--- src/rtl/ft_alu_pipe.sv ---
// ft_alu_pipe: two-stage pipelined fault-tolerant adder/subtractor.
// Stage 1 registers the negated or passed operands and the input checks.
// Both the negators and the checks are triplicated and majority-voted.
// Stage 2 runs two independent adders and compares them.
// Any input error or adder disagreement is flagged on the two-rail xe pair.
// Ports:
//   clk, rst_n           clock, synchronous active-low reset
//   in_valid/in_ready    operand beat handshake (in_ready is combinational)
//   a, b, par, c         operands, shared odd parity bit, one-hot op select
//   fi                   self-test hook: flips bit 0 of the primary sum in S2
//   out_valid/out_ready  result beat handshake
//   x, xc, xe            sum, carry, two-rail error (10 ok, 11 error)
//   err_cnt, err_clr     saturating count of delivered error beats, clear
module ft_alu_pipe #(
  parameter int unsigned W     = 3,
  parameter int unsigned CNT_W = 8
) (
  input  logic             clk,
  input  logic             rst_n,
  input  logic             in_valid,
  output logic             in_ready,
  input  logic [W-1:0]     a,
  input  logic [W-1:0]     b,
  input  logic             par,
  input  logic [2:0]       c,
  input  logic             fi,
  output logic             out_valid,
  input  logic             out_ready,
  output logic [W-1:0]     x,
  output logic             xc,
  output logic [1:0]       xe,
  output logic [CNT_W-1:0] err_cnt,
  input  logic             err_clr
);

  localparam int unsigned SW = W + 1;

  function automatic logic [W-1:0] vote_w(input logic [W-1:0] p, input logic [W-1:0] q,
                                          input logic [W-1:0] r);
    return (p & q) | (p & r) | (q & r);
  endfunction

  function automatic logic vote_b(input logic [2:0] t);
    return (t[0] & t[1]) | (t[0] & t[2]) | (t[1] & t[2]);
  endfunction

  // Triplicated negators and input checks
  logic [2:0][W-1:0] nega_t, negb_t;
  logic [2:0]        cw_err_t, ci_err_t;

  for (genvar g = 0; g < 3; g++) begin : g_tmr
    assign nega_t[g]   = ~a + W'(1);
    assign negb_t[g]   = ~b + W'(1);
    assign cw_err_t[g] = ~(^a ^ ^b ^ par);
    assign ci_err_t[g] = (c != 3'b001) && (c != 3'b010) && (c != 3'b100);
  end

  logic [W-1:0] nega_v, negb_v;
  logic         cw_err_v, ci_err_v;

  assign nega_v   = vote_w(nega_t[0], nega_t[1], nega_t[2]);
  assign negb_v   = vote_w(negb_t[0], negb_t[1], negb_t[2]);
  assign cw_err_v = vote_b(cw_err_t);
  assign ci_err_v = vote_b(ci_err_t);

  // Pipeline state
  logic             s1_valid_q, s1_valid_d;
  logic [W-1:0]     opa_q, opa_d, opb_q, opb_d;
  logic             cw_err_q, cw_err_d, ci_err_q, ci_err_d;
  logic             out_valid_q, out_valid_d;
  logic [W-1:0]     x_q, x_d;
  logic             xc_q, xc_d;
  logic [1:0]       xe_q, xe_d;
  logic [CNT_W-1:0] err_cnt_q, err_cnt_d;

  logic             s1_adv, s2_adv;
  logic [SW-1:0]    sum_p, sum_s;

  // Duplicated adders; fault injection touches only the primary one
  assign sum_p = (SW'(opa_q) + SW'(opb_q)) ^ SW'(fi);
  assign sum_s = SW'(opa_q) + SW'(opb_q);

  assign s2_adv   = !out_valid_q | out_ready;
  assign s1_adv   = !s1_valid_q | s2_adv;
  assign in_ready = rst_n & s1_adv;

  // Next-state logic for both stages and the error counter
  always_comb begin
    s1_valid_d  = s1_valid_q;
    opa_d       = opa_q;
    opb_d       = opb_q;
    cw_err_d    = cw_err_q;
    ci_err_d    = ci_err_q;
    out_valid_d = out_valid_q;
    x_d         = x_q;
    xc_d        = xc_q;
    xe_d        = xe_q;
    err_cnt_d   = err_cnt_q;

    if (s1_adv) begin
      s1_valid_d = in_valid;
      if (in_valid) begin
        // Multi-hot selects still compute something; only xe matters then
        opa_d    = c[2] ? nega_v : a;
        opb_d    = c[1] ? negb_v : b;
        cw_err_d = cw_err_v;
        ci_err_d = ci_err_v;
      end
    end

    if (s2_adv) begin
      out_valid_d = s1_valid_q;
      if (s1_valid_q) begin
        x_d  = sum_p[W-1:0];
        xc_d = sum_p[W];
        xe_d = (cw_err_q | ci_err_q | (sum_p != sum_s)) ? 2'b11 : 2'b10;
      end
    end

    if (err_clr) begin
      err_cnt_d = '0;
    end else if (out_valid_q && out_ready && (xe_q == 2'b11) && (err_cnt_q != '1)) begin
      err_cnt_d = err_cnt_q + CNT_W'(1);
    end
  end

  always_ff @(posedge clk) begin
    if (!rst_n) begin
      s1_valid_q  <= 1'b0;
      opa_q       <= '0;
      opb_q       <= '0;
      cw_err_q    <= 1'b0;
      ci_err_q    <= 1'b0;
      out_valid_q <= 1'b0;
      x_q         <= '0;
      xc_q        <= 1'b0;
      xe_q        <= 2'b10;
      err_cnt_q   <= '0;
    end else begin
      s1_valid_q  <= s1_valid_d;
      opa_q       <= opa_d;
      opb_q       <= opb_d;
      cw_err_q    <= cw_err_d;
      ci_err_q    <= ci_err_d;
      out_valid_q <= out_valid_d;
      x_q         <= x_d;
      xc_q        <= xc_d;
      xe_q        <= xe_d;
      err_cnt_q   <= err_cnt_d;
    end
  end

  assign out_valid = out_valid_q;
  assign x         = x_q;
  assign xc        = xc_q;
  assign xe        = xe_q;
  assign err_cnt   = err_cnt_q;

endmodule

--- config.mk ---
export PLATFORM = sky130hd
export DESIGN_NAME = ft_alu_pipe
export DESIGN_NICKNAME = d
export VERILOG_FILES = /design/src/rtl/ft_alu_pipe.sv
export SDC_FILE = /design/constraint.sdc
export NUM_CORES = 1
export LEC_CHECK = 0
export BUFFER_PORTS_ARGS = -buffer_cell sky130_fd_sc_hd__buf_2
export CORE_ASPECT_RATIO = 1.25
export CORE_MARGIN = 8
export CORE_UTILIZATION = 58
export CTS_BUF_LIST = sky130_fd_sc_hd__clkbuf_8
export DETAILED_ROUTE_END_ITERATION = 6
export PLACE_DENSITY = 0.95
export SYNTH_ARGS = -nofsm -noshare
export SYNTH_HDL_FRONTEND = slang
export SYNTH_SLANG_ARGS = --single-unit
--- constraint.sdc ---
create_clock -name clk -period 2.9 [get_ports clk]
set_input_delay 0.29 -clock clk [delete_from_list [all_inputs] [get_ports clk]]
set_output_delay 0.29 -clock clk [all_outputs]
set_load 0.02 [all_outputs]
; ---- Yosys cells after proc, flatten, opt, wreduce, memory -nomap -nowiden
; Cells that the tools add are included.
[totals]
reg_bits = 24
input_bits = 16
output_inout_bits = 16
word_cells = 53
[op_classes]
n_addsub = 4
n_eq_ne = 6
n_mux = 3
bitwise = 18
reduce_logical = 12
[ops]
columns = cell, count
row1 = $or A3 B3 Y3, 4
row2 = $add A8 B1 Y8 const B, 1
row3 = $ne A8 B8 Y1 const B, 1
row4 = $add A3 B1 Y3 const B, 2
row5 = $and A3 B3 Y3, 2
row6 = $mux W3, 2
row7 = $not A3 Y3, 2
row8 = $reduce_xor A3 Y1, 2
row9 = $logic_and A1 B1 Y1, 5
row10 = $add A3 B3 Y4, 1
row11 = $ne A4 B4 Y1, 1
row12 = $or A1 B1 Y1, 4
row13 = $reduce_and A2 Y1, 2
row14 = $xor A4 B1 Y4, 1
row15 = $ne A3 B1 Y1 const B, 1
row16 = $ne A3 B2 Y1 const B, 1
row17 = $ne A3 B3 Y1 const B, 1
row18 = $eq A2 B2 Y1 const B, 1
row19 = $logic_not A1 Y1, 2
row20 = $not A1 Y1, 2
row21 = $reduce_or A2 Y1, 1
row22 = $xor A1 B1 Y1, 2
row23 = $and A1 B1 Y1, 1
row24 = $mux W1, 1

; ---- Depth between registers and ports, before layout
; Gate-level depths: netlist (run 1).
[logic_depth]
word_depth = 6
ltp_mapped = 6
depth_no_buf = 6

; ---- Least setup slack after synthesis (run 1)
; Ideal clock, no wire load.
[synth_timing]
path_type = input port to flip-flop
start = input port b[1]
end = register cw_err_q
setup_time_ns = 0.116
t_arrival_ns = 1.308
required_ns = 2.784
path_slack_ns = 1.476
cell_stages = 6
n_path_buf = 0
cell_sequence = inv_1 > ha_1 > xnor3_1 > xnor2_1 > nand2_1 > o211a_1
[synth_via]
elab_chain_len = 4
[synth_rtl]
columns = element, line
row1 = "start, declared", 23  ; input logic [W-1:0] b,
row2 = $reduce_xor A3 Y1, 54  ; assign cw_err_t[g] = ~(^a ^ ^b ^ par);
row3 = $xor A1 B1 Y1 (2 in series), 54
row4 = $not A1 Y1, 54
row5 = "end signal, assigned", 143  ; cw_err_q <= cw_err_d;
row6 = "end, declared", 69  ; logic cw_err_q, cw_err_d, ci_err_q, ci_err_d;
; No other way between the ends.
; A chain may end at the register's enable or synchronous reset.

; ---- Worst setup path after layout (run 1)
[layout_timing]
start = register opa_q[0]
end = register x_q[2] (netlist: x[2])
[layout_via]
elab_chain_len = 2
[layout_rtl]
columns = element, line
row1 = "start, declared", 68  ; logic [W-1:0] opa_q, opa_d, opb_q, opb_d;
row2 = "start signal, assigned", 141  ; opa_q <= opa_d;
row3 = $add A3 B3 Y4, 80  ; assign sum_p = (SW'(opa_q) + SW'(opb_q)) ^ SW'(fi);
row4 = $xor A4 B1 Y4, 80
row5 = "end signal, assigned", 135  ; x_q <= '0;
row6 = "end signal, assigned", 146  ; x_q <= x_d;
row7 = "end, declared", 71  ; logic [W-1:0] x_q, x_d;
; No other way between the ends.

==> impl_metrics.tcl, run 1 <==
set metrics [dict create \
    status "completed" \
    worstSkewPairLatency_ns 0.26 \
    slew_violations 0 \
    path_clk_slew_ns 0.08 \
    grt_max_degree 18 \
    clock-root-buffer "clkbuf_8" \
    drc 0 \
    dieArea_um2 3854 \
    netlist_instances 125 \
    final_common_cell "buf_2" \
    portBuffers 30 \
    yosysTopAreaCellShare_pct 37.51 \
    synthesis.area_per_instance_um2 9.819 \
    ant_nets 0 \
    worst_path_max_delay_cell "fa_1" \
    cts_inserted_buffers 3 \
    dr.pass1.iters 4 \
    worstReg2RegStart "opa_q[0]" \
    hold-path-endpoint "s1_valid_q" \
    synth_edf_count 0 \
    worst_setup_path_start_kind "flop" \
    hp-class "input pin to flop" \
    antenna_found_initial 0 \
    cts_num_sinks 23 \
    ctsResizeCount 0 \
    ir_worst_vdd_mv 0.3249 \
    cts.path.max_buffers 2 \
    timing.setup.tns_ns 0 \
    syn-num-nets 148 \
    reg2reg_slack_ns 1.48 \
    route.detailed.wl_per_inst_um 14.14 \
    grt_pass1_vias 1067 \
    synth.area.top_cells "dfxtp_1 (38%), o211a_1 (6.5%), ha_1 (6.1%)" \
    cts_tree "built" \
    num_rows 18 \
    cts_setup_buffers 0 \
    netlist_area_um2 1227 \
    crit_arrival_ns 1.57 \
    synth_top_area_cell "dfxtp_1" \
    area_delta_synth_final_pct 15.09 \
    relSlewSlack_pct 64.35 \
    worstRegToRegCells 5 \
    num_vias 964 \
    grt_pass1_wl_um 4264 \
    hold_depth 3 \
    hpwl_um 2035 \
    final_cell_mix "buf_2 (30), dfxtp_1 (23), nand2_1 (9), o211a_1 (8)" \
    gp_congestion 0.7955 \
    r2r-end "x[2]" \
    synth_warnings 0 \
    min-delay-start "in_valid" \
    die_y_um 67.44 \
    core_um2 1982 \
    dpl_cell_area_um2 1366 \
    die_w_um 57.15 \
    cap_violations 0 \
    fin_crit_sh_pct 48.82 \
    ctsHoldBuffers 0 \
    htreeDepth 1 \
    worst-setup-path-type "flop to flop" \
    period_needed_ns 1.416 \
    worstMarginPinSlew_ns 0.5347 \
    ys_ff_latch 23 \
    antenna_cells 0 \
    p_leak_uw 0.0007268 \
    final_nets 177 \
    cp_cell_sequence "ha_1 > fa_1 > xnor2_1 > nand2_1 > o211a_1" \
    drt_iter0_drc 18 \
    powerDensity_nw_per_um2 457.0 \
    synthFlopType "dfxtp_1" \
    finalHoldViolCount 0 \
    fin_area_um2 1413 \
    async_flop_share_pct 0 \
    finClkSkew_ns 0.005018 \
    grt_usage_pct 13.49 \
    grt-ovfl-total 0 \
    crit_fanout 2 \
    wl_um 2447 \
    cp-end-kind "flop" \
    fmax_mhz 706.3 \
    rsz0062_at_grt "no" \
    start_util_pct 61.93 \
    max_stage_delay_ns 0.39 \
    yosysSeqAreaShare_pct 37.51 \
    io_pins 32 \
    synth.distinct_cells 39 \
    setup_viol 0 \
    via_per_inst 5.572 \
    drive_gt1_share_pct 27.45 \
    worstPathRequired_ns 3.06 \
    n_fill_cell 165 \
]
==> cell families (layout without fill, tap and decap cells) <==
kind of cell	count (synthesis)	after routing	share of synthesized area, %
flip-flops	23	23	37.51
buffers and inverters	12	40	4.791
other	1	1	0.3055
AO/OA/AOI/OAI	28	28	18.76
AND/OR/NAND/NOR	38	38	17.84
XOR/XNOR	11	11	8.970
multiplexers	5	5	4.078
adder cells (fa/ha/maj)	7	7	7.747
==> layer usage <==
layer / wire, µm / global-route usage, % / vias to the layer above
met2: 1345 / 26.36 / 24
met4: 40 / 6.471 / 0
met1: 904 / 12.00 / 448
li1: - / - / 487
met3: 156 / 4.690 / 5
met5: 0 / 0 / -
==> Yosys cell counts, types with 3 or more instances <==
library cell   n
dfxtp_1       23
nand2_1        9
o211a_1        8
ha_1           6
inv_1          6
nor2b_1        6
mux2i_1        5
nor2_1         5
o21ai_0        5
xnor2_1        5
xor2_1         5
a21oi_1        4
and2_1         3
==> worst max-delay path, delay by kind of cell (launching register included) <==
kind / cells / cell delay, ns
adders and majority gates: 2 / 0.62
DFF: 1 / 0.33
xor gates and xnor gates: 1 / 0.16
AOI/OAI and AO/OA: 1 / 0.13
and+or+nand+nor: 1 / 0.07
==> final cells by class <==
class,count,area (µm²),share of cell area (%)
multi-input cells,90,708.2,50.13
clock buffers,3,41.29,2.923
repair buffers,30,150.1,10.63
well taps,20,25.02,1.771
inverters,6,22.52,1.594
clock inverters,1,5.005,0.3543
flip-flops and latches,23,460.4,32.60
==> power breakdown <==
part	switching, µW	leakage, µW	internal, µW
Sequential	11.2	0.000188	332
Clock	95.7	0.0000255	95.7
Combinational	56.6	0.000513	54.5
==> flip-flops by register name, indices dropped and copies added, names as in the netlist <==
register	cells
xc	1
x	3
s1_valid_q	1
ci_err_q	1
opb_q	3
xe	1
opa_q	3
err_cnt	8
out_valid	1
cw_err_q	1
==> worst max-delay path by stage <==
stage	from	to	slack, ns
2_1_floorplan	b[1]	cw_err_q	1.48
3_5_place_dp	b[0]	cw_err_q	1.27
6_report	opa_q[0]	x[2]	1.48
4_1_cts	err_cnt[0]	err_cnt[3]	1.46
3_3_place_gp	b[1]	cw_err_q	1.35
5_1_grt	out_valid	opa_q[1]	1.39
==> stage by stage <==
step	cells	hold WS [ns]	power (µW)	utilization [%]	setup slack [ns]
floorplan	125	0.4182	430.2	-	1.476
global placement	169	0.4597	456.5	68.94	1.347
detailed placement	169	0.4749	462.0	68.94	1.272
CTS	173	0.2859	654.8	71.28	1.464
global route	173	0.2934	683.7	71.28	1.389
finish	173	0.2818	645.5	71.28	1.484
Note: power is estimated with default switching activity, not from simulation.
==> run 2, diff against run 1 <==
Settings changed: CORE_UTILIZATION 58 to 49, PLACE_DENSITY 0.95 to 0.88.
Clock period 2.9 ns to 1.3 ns, I/O delays scaled along.
==> run 2 against run 1 <==
  * Maximum frequency is 9.6% higher
  * Non-clock buffer count increased by 13
  * Utilization down 4.8 points
  * Wire length up 20%
  * Design area increased by 13%
  * Worst hold slack lost 0.15 ns
  * First-iteration DRC count grew to 2.5 times the previous value
  * Critical path depth unchanged
  * Critical path type unchanged
  * Setup slack lost 1.5 ns
  * Die area grew 13%
  * Via count up 9.2%
==> impl_metrics.tcl, run 2 (same netlist as run 1, synthesis figures left out) <==
set metrics [dict create \
    status "completed" \
    fin_util_pct 66.51 \
    final_nets 190 \
    num_vias 1053 \
    final_common_cell "buf_2" \
    worstSkewPairLatency_ns 0.26 \
    cts_num_sinks 23 \
    grt_pass1_vias 1109 \
    clock-root-buffer "clkbuf_8" \
    crit_fanout 2 \
    p_leak_uw 0.0007984 \
    cap_violations 0 \
    dpl_cell_area_um2 1493 \
    htreeDepth 1 \
    p_sw_uw 389.2 \
    timing.setup.tns_ns 0 \
    via_per_inst 5.291 \
    worstRegToRegCells 5 \
    portBuffers 30 \
    gp_congestion 0.8106 \
    r2r-end "x[2]" \
    drc 0 \
    wl_um 2939 \
    cts.path.max_buffers 2 \
    grt_pass1_wl_um 4788 \
    antenna_found_initial 0 \
    hpwl_um 2312 \
    num_rows 20 \
    area_delta_synth_final_pct 30.17 \
    min-delay-start "in_valid" \
    worstPathRequired_ns 1.47 \
    powerDensity_nw_per_um2 929.1 \
    timing.hold.ws_ns 0.1350 \
    drive_gt1_share_pct 42.77 \
    power_frac_clock_pct 29.8 \
    cts_tree "built" \
    dr.pass1.iters 4 \
    die_y_um 71.96 \
    worstReg2RegStart "opa_q[0]" \
    setup_viol 0 \
    fin_area_um2 1598 \
    fin_ws_ns 0.007686 \
    hp-class "input pin to flop" \
    worst_setup_path_start_kind "flop" \
    finClkSkew_ns 0.003133 \
    route.detailed.wl_per_inst_um 14.77 \
    dp_slack_ns -0.1578 \
    dieArea_um2 4372 \
    p_seq_share_pct 51.4 \
    combinationalPowerShare_pct 18.7 \
    path_clk_slew_ns 0.08 \
    start_util_pct 51.09 \
    grt_max_degree 14 \
    rsz0062_at_grt "yes" \
    fmax_mhz 773.8 \
    finalHoldViolCount 0 \
    ir_worst_vdd_mv 0.8733 \
    cts_inserted_buffers 3 \
    die_w_um 60.77 \
    intPower_uw 1095 \
    core_um2 2402 \
    drt_iter0_drc 45 \
    slew_violations 0 \
    startpoint "opa_q[0]" \
    reg2reg_slack_ns 0.008 \
    p_sw_share_pct 26.22 \
    hold_depth 3 \
    final_cell_mix "buf_2 (30), dfxtp_1 (14), buf_4 (13), nand2_1 (9), o211a_1 (8)" \
    cp-end-kind "flop" \
    crit_arrival_ns 1.46 \
    grt_usage_pct 14.22 \
    hold-path-endpoint "s1_valid_q" \
    period_needed_ns 1.292 \
    worst-setup-path-type "flop to flop" \
    largest_reg_flops 8 \
    fin_crit_sh_pct 99.41 \
    grt-ovfl-total 0 \
    antenna_cells 0 \
    ant_nets 0 \
    io_pins 32 \
]
[run 2: per-layer routing]
layer	vias to the layer above	global-route usage [%]	share of wire (%)
met5	-	0	0
met4	0	7.013	2.5
met3	6	2.301	6.1
met2	37	26.86	54
met1	492	14.00	37
li1	518	-	-
[run 2: timing repair]
| item | 4_1_cts | 5_1_grt |
|---|---|---|
| setup endpoints to repair | 11 | 10 |
| buffers inserted | 0 | 2 |
| pin swaps | 1 | 9 |
| gates resized for setup | 3 | 10 |
| hold buffers | 0 | 0 |
| cloned | 0 | 0 |
[run 2: area by class of cell]
type	count	area [µm²]
repair buffers	43	247.7
multi-input cells	90	763.2
well taps	33	41.29
flip-flops and latches	23	476.7
inverters	6	22.52
fillers	204	804.5
clock buffers	3	41.29
clock inverters	1	5.005
[run 2: metrics by stage]
| stage | power, µW | cells |
|---|---|---|
| floorplan | 960.6 | 125 |
| detailed placement | 1057 | 193 |
| CTS | 1497 | 197 |
| global placement | 1041 | 193 |
| global route | 1551 | 199 |
| finish | 1485 | 199 |
[run 2: how the worst max path moves through the flow]
stage / to / slack, ns / depth (start not counted)
2_1_floorplan: x[2] / 0.01 / 5
3_3_place_gp: cw_err_q / -0.1 / 7
3_5_place_dp: cw_err_q / -0.16 / 7
4_1_cts: err_cnt[7] / -0.04 / 5
5_1_grt: err_cnt[5] / -0.04 / 5
6_report: x[2] / 0.008 / 5
[run 2: power by group through the flow]
stage               Combinational (µW)  Sequential (µW)  Clock, µW
floorplan                          167              793          0
global placement                   262              779          0
detailed placement                 274              782          0
CTS                                277              766        454
global route                       306              769        476
finish                             278              764        443
[run 2: critical path: stages (launching register included)]
cell and delay [ns]:
dfxtp_2 0.34, ha_4 0.16, fa_2 0.36, xnor2_1 0.15, nand2_1 0.07, o211a_1 0.11
